`config.mk`:
```
export PLATFORM = sky130hd
export DESIGN_NAME = regfile_sb
export DESIGN_NICKNAME = d
export VERILOG_FILES = /design/src/rtl/regfile_sb.sv
export SDC_FILE = /design/constraint.sdc
export NUM_CORES = 2
export LEC_CHECK = 0
export CORE_ASPECT_RATIO = 1.25
export CORE_MARGIN = 1.5
export CORE_UTILIZATION = 45
export CTS_BUF_LIST = sky130_fd_sc_hd__clkbuf_4
export DETAILED_ROUTE_END_ITERATION = 16
export PLACE_DENSITY = 0.64
export SLEW_MARGIN = 20
export SYNTH_ARGS = -nofsm -noshare
export SYNTH_HDL_FRONTEND = slang
export SYNTH_SLANG_ARGS = --single-unit
```
`constraint.sdc`:
```
create_clock -name clk -period 5.65 [get_ports clk]
set_clock_uncertainty 0.05 [all_clocks]
set_input_delay 0.565 -clock clk [delete_from_list [all_inputs] [get_ports clk]]
set_output_delay 0.565 -clock clk [all_outputs]
set_load 0.01 [all_outputs]
```
`src/rtl/regfile_sb.sv`:
```
// rtl/regfile_sb.sv - Two-write-port byte-lane register file with write-through reads and busy scoreboard
//
// Ports:
//   clk, reset        rising-edge clock, synchronous active-high reset
//   ra1/ra2           read addresses; rd1/rd2 read data (same-cycle write bypass)
//   rbusy1/rbusy2     scoreboard busy of ra1/ra2, bypassed like data
//   wea/waa/wda/bea   write port A: enable, address, data, byte-lane enables
//   web/wab/wdb/beb   write port B (wins over A per lane)
//   iss_en/iss_addr   issue strobe marking a destination register busy
//   busy_vec          registered scoreboard, bit i = register i busy
module regfile_sb #(
  parameter int DATA_W   = 32,
  parameter int ADDR_W   = 5,
  parameter int ZERO_REG = 1
) (
  input  logic                  clk,
  input  logic                  reset,
  input  logic [ADDR_W-1:0]     ra1,
  input  logic [ADDR_W-1:0]     ra2,
  output logic [DATA_W-1:0]     rd1,
  output logic [DATA_W-1:0]     rd2,
  output logic                  rbusy1,
  output logic                  rbusy2,
  input  logic                  wea,
  input  logic                  web,
  input  logic [ADDR_W-1:0]     waa,
  input  logic [ADDR_W-1:0]     wab,
  input  logic [DATA_W-1:0]     wda,
  input  logic [DATA_W-1:0]     wdb,
  input  logic [DATA_W/8-1:0]   bea,
  input  logic [DATA_W/8-1:0]   beb,
  input  logic                  iss_en,
  input  logic [ADDR_W-1:0]     iss_addr,
  output logic [2**ADDR_W-1:0]  busy_vec
);

  localparam int NREG = 2**ADDR_W;
  localparam int NB   = DATA_W/8;

  logic [DATA_W-1:0] regs [NREG] = '{default: '0};
  logic [NREG-1:0]   busy = '0;

  assign busy_vec = busy;

  // Register r as it will look after this edge: each lane takes B if B
  // writes it, else A if A writes it, else keeps its stored byte.
  function automatic logic [DATA_W-1:0] merged(input logic [DATA_W-1:0] cur,
                                               input logic [ADDR_W-1:0] r);
    logic [DATA_W-1:0] v;
    v = cur;
    for (int k = 0; k < NB; k++) begin
      if (web && (wab == r) && beb[k])
        v[8*k +: 8] = wdb[8*k +: 8];
      else if (wea && (waa == r) && bea[k])
        v[8*k +: 8] = wda[8*k +: 8];
    end
    return v;
  endfunction

  // A real write (at least one lane) retires the producer, unless a new
  // producer for the same register is issued in the same cycle.
  function automatic logic clears(input logic [ADDR_W-1:0] r);
    logic wr_hit;
    wr_hit = (wea && (waa == r) && (|bea)) || (web && (wab == r) && (|beb));
    return wr_hit && !(iss_en && (iss_addr == r));
  endfunction

  function automatic logic is_zero(input logic [ADDR_W-1:0] r);
    return (ZERO_REG != 0) && (r == '0);
  endfunction

  always_comb begin
    rd1    = is_zero(ra1) ? '0 : merged(regs[ra1], ra1);
    rd2    = is_zero(ra2) ? '0 : merged(regs[ra2], ra2);
    rbusy1 = !is_zero(ra1) && busy[ra1] && !clears(ra1);
    rbusy2 = !is_zero(ra2) && busy[ra2] && !clears(ra2);
  end

  always_ff @(posedge clk) begin
    if (reset) begin
      for (int i = 0; i < NREG; i++)
        regs[i] <= '0;
      busy <= '0;
    end else begin
      for (int i = 0; i < NREG; i++) begin
        if (!is_zero(ADDR_W'(i))) begin
          regs[i] <= merged(regs[i], ADDR_W'(i));
          if (iss_en && (iss_addr == ADDR_W'(i)))
            busy[i] <= 1'b1;
          else if (clears(ADDR_W'(i)))
            busy[i] <= 1'b0;
        end
      end
    end
  end

endmodule

```
==> run metrics <==
result of the run=complete, no violations; TritonCTS clock tree=yes; total congestion overflow after global routing=0; uppermost layer routed=met5; number of enable-type register cells in the synthesized netlist=about 990; average routed wire per standard cell=34.06 µm; placed instance count=8544; Syn-to-layout area delta=10.23%; weighted congestion at the end of routability-driven global placement=1.039; final setup margin=0.03664 ns; met3 wire len=47430 µm; DIE AREA=154300 µm²; period utilization=between 90 and 100%; Final nets=around 6900; cell chosen for the clock root=clkbuf_4; count of nets left with antenna violations after detail routing=0; wirelength, routed=308200 µm; post-synthesis async set-or-reset flop share=0%; portion of the post-synthesis area used by sequential elements=~44%; fraction of layout instances using a drive strength above 1=19.50%; post-detail-place hpwl=207200 µm; synthesized instance count=6877; Buffers on Ports=198; count of pins over their slew limit=0; number of antenna violations at the first check in global routing=34; 1st-pass router iterations=7; Total Routing Usage GR=39.08%; total count of hold-check failures in the final report=0; static leakage=25.62 nW; highest-count cells in the layout ignoring fill and taps=nand2_1 (1331), a21oi_1 (1039), edfxtp_1 (992), nand3_1 (456), mux4_2 (425); max-cap check violation count=0; RSZ-0062 raised after global routing=false; vias in the first global route=59763; maximum number of pins on one net before global-route repair=122; critical path endpoint category=output port; transition time at the pin with the least slew margin=1.345 ns; global-route wire length before repair=432800 µm; final period demand of the worst path=5.613 ns; data required time of the critical path=approximately 5 ns; violation count after the first detailed-route iteration=11414; Worst EP arrival=5.00 ns; number of buffers created by CTS=293; worst hold margin=approximately 0.18 ns; setup TNS=0 ns; instance area after placement=71820 µm²; post-detailed-route via-to-cell ratio=7.139; type of the worst setup path=in2out; maximum resistive drop on vdd=0.2340 mV; Rows=159; power density over cell area=262.5 nW/µm²; count of cell types in the netlist=68; total routed wire length on the met1 layer=101400 µm; number of clock sinks seen by CTS=1023; starting density of the core=45.40%; crit path max fanout=11; Seq cells post-synth=roughly 1000; design area=75370 µm²; num ports=200; number of nets in the synthesized netlist=between 6000 and 7000; clock latency reported for the late side of the worst-skew pair=approximately 1.3 ns; wire length on met2=132800 µm; warning count from the yosys run=0; Worst Setup Slack post-DPL=~0.41 ns; commonest non-fill, non-tap cell in the layout=nand2_1; Clock H-tree levels=5; final cell count without fillers=9050; clock-pin slew on the worst setup and hold paths=0.06 ns; via count=64606; Max Clk Rate=0.1781 GHz; startpoint type of the worst setup path=input pin; Hold WC Path Type=in2reg; placeable core region=between 150000 and 200000 µm²; Die Height=roughly 440 µm; worst rel slew slack=10.03%; final total power=19.79 mW; remaining routing DRC violations=0; share of the core filled with cells in the final layout=50.05%; final number of setup-violating endpoints=0; die boundary width=351.7 µm; cell area after synthesis=68380 µm²; mean post-synth cell area=9.943 µm²; clock tree buffer depth=4; prevailing post-synth register cell=edfxtp_1
## sequential cells by signal, indices dropped and copies added, names as in the netlist
signal and cells:
regs 992, busy_vec 31
## final cells by class
cell class	count	area [µm²]
Timing Repair Buffer	468	4308
Fill cell	13653	75220
Multi-Input combinational cell	5041	34670
Clock buffer	405	3040
Sequential cell	1023	30410
Antenna cell	16	40.04
Clock inverter	75	350.3
Inverter	10	37.54
Tap cell	2012	2517
## path summary, 6_finish.rpt
path	to	slack, ns	depth (start not counted)	start
worst max-delay path	rd1[28]	0.04	9	wab[1]
worst min-delay path	regs[15][10]$_SDFFCE_PN0P_	0.18	4	wdb[10]
worst max register to register	busy_vec[1]$_SDFFE_PP0P_	4.56	4	busy_vec[1]$_SDFFE_PP0P_
worst min register to register	busy_vec[30]$_SDFFE_PP0P_	0.56	2	busy_vec[30]$_SDFFE_PP0P_
## cell usage after synthesis, types with 43 or more instances
library cell / n / area, µm²
nand3_1: 457 / 2287
mux2_2: 62 / 698.2
o21ai_0: 367 / 1837
buf_1: 69 / 259.0
buf_4: 55 / 412.9
a21oi_1: 1039 / 5200
clkbuf_1: 555 / 2083
mux4_2: 425 / 9572
nand2b_1: 79 / 494.2
buf_2: 95 / 475.5
mux2i_1: 300 / 3003
or2_2: 61 / 381.6
nand2_1: 1333 / 5004
nor2_1: 272 / 1021
o22ai_1: 60 / 375.4
a22oi_1: 80 / 600.6
nor2_2: 44 / 275.3
a221oi_1: 43 / 376.6
edfxtp_1: 992 / 29790
## what timing repair did
action                                  in CTS  in global routing
hold buffers                                10                  0
endpoints found under the setup margin       0                  1
buffers inserted                             0                  0
resized for setup                            0                  1
endpoints found under the hold margin      184                  0
## cells by family after synthesis
logic type,after synthesis,share of synthesized area [%]
DFF,1023,44.47
xor gates and xnor gates,30,0.3843
muxes,787,19.41
and+or+nand+nor,2423,15.63
other,1,0.005484
AOI/OAI and AO/OA,1800,14.95
buffers and inverters,813,5.147
## where the power goes
group,internal [mW],switching (mW)
combinational,1.36,2.32
clock,3.38,3.49
sequential,8.88,0.349
total,13.6,6.16
## worst max-delay path: stages
cell	delay (ns)
clkdlybuf4s50_1	0.92
xnor2_1	0.18
and2_0	0.31
nand3_1	0.58
nand2b_1	0.56
o22ai_1	0.19
nor3_1	0.82
buf_4	0.30
clkdlybuf4s50_1	0.55
## layer usage
layer | GRT usage [%] | up-vias
met1 | 48.23 | 31280
met2 | 57.50 | 6154
met5 | 0 | -
met4 | 28.06 | 48
met3 | 12.70 | 1371
li1 | - | 25753
Note: power is estimated with default switching activity, not from simulation.
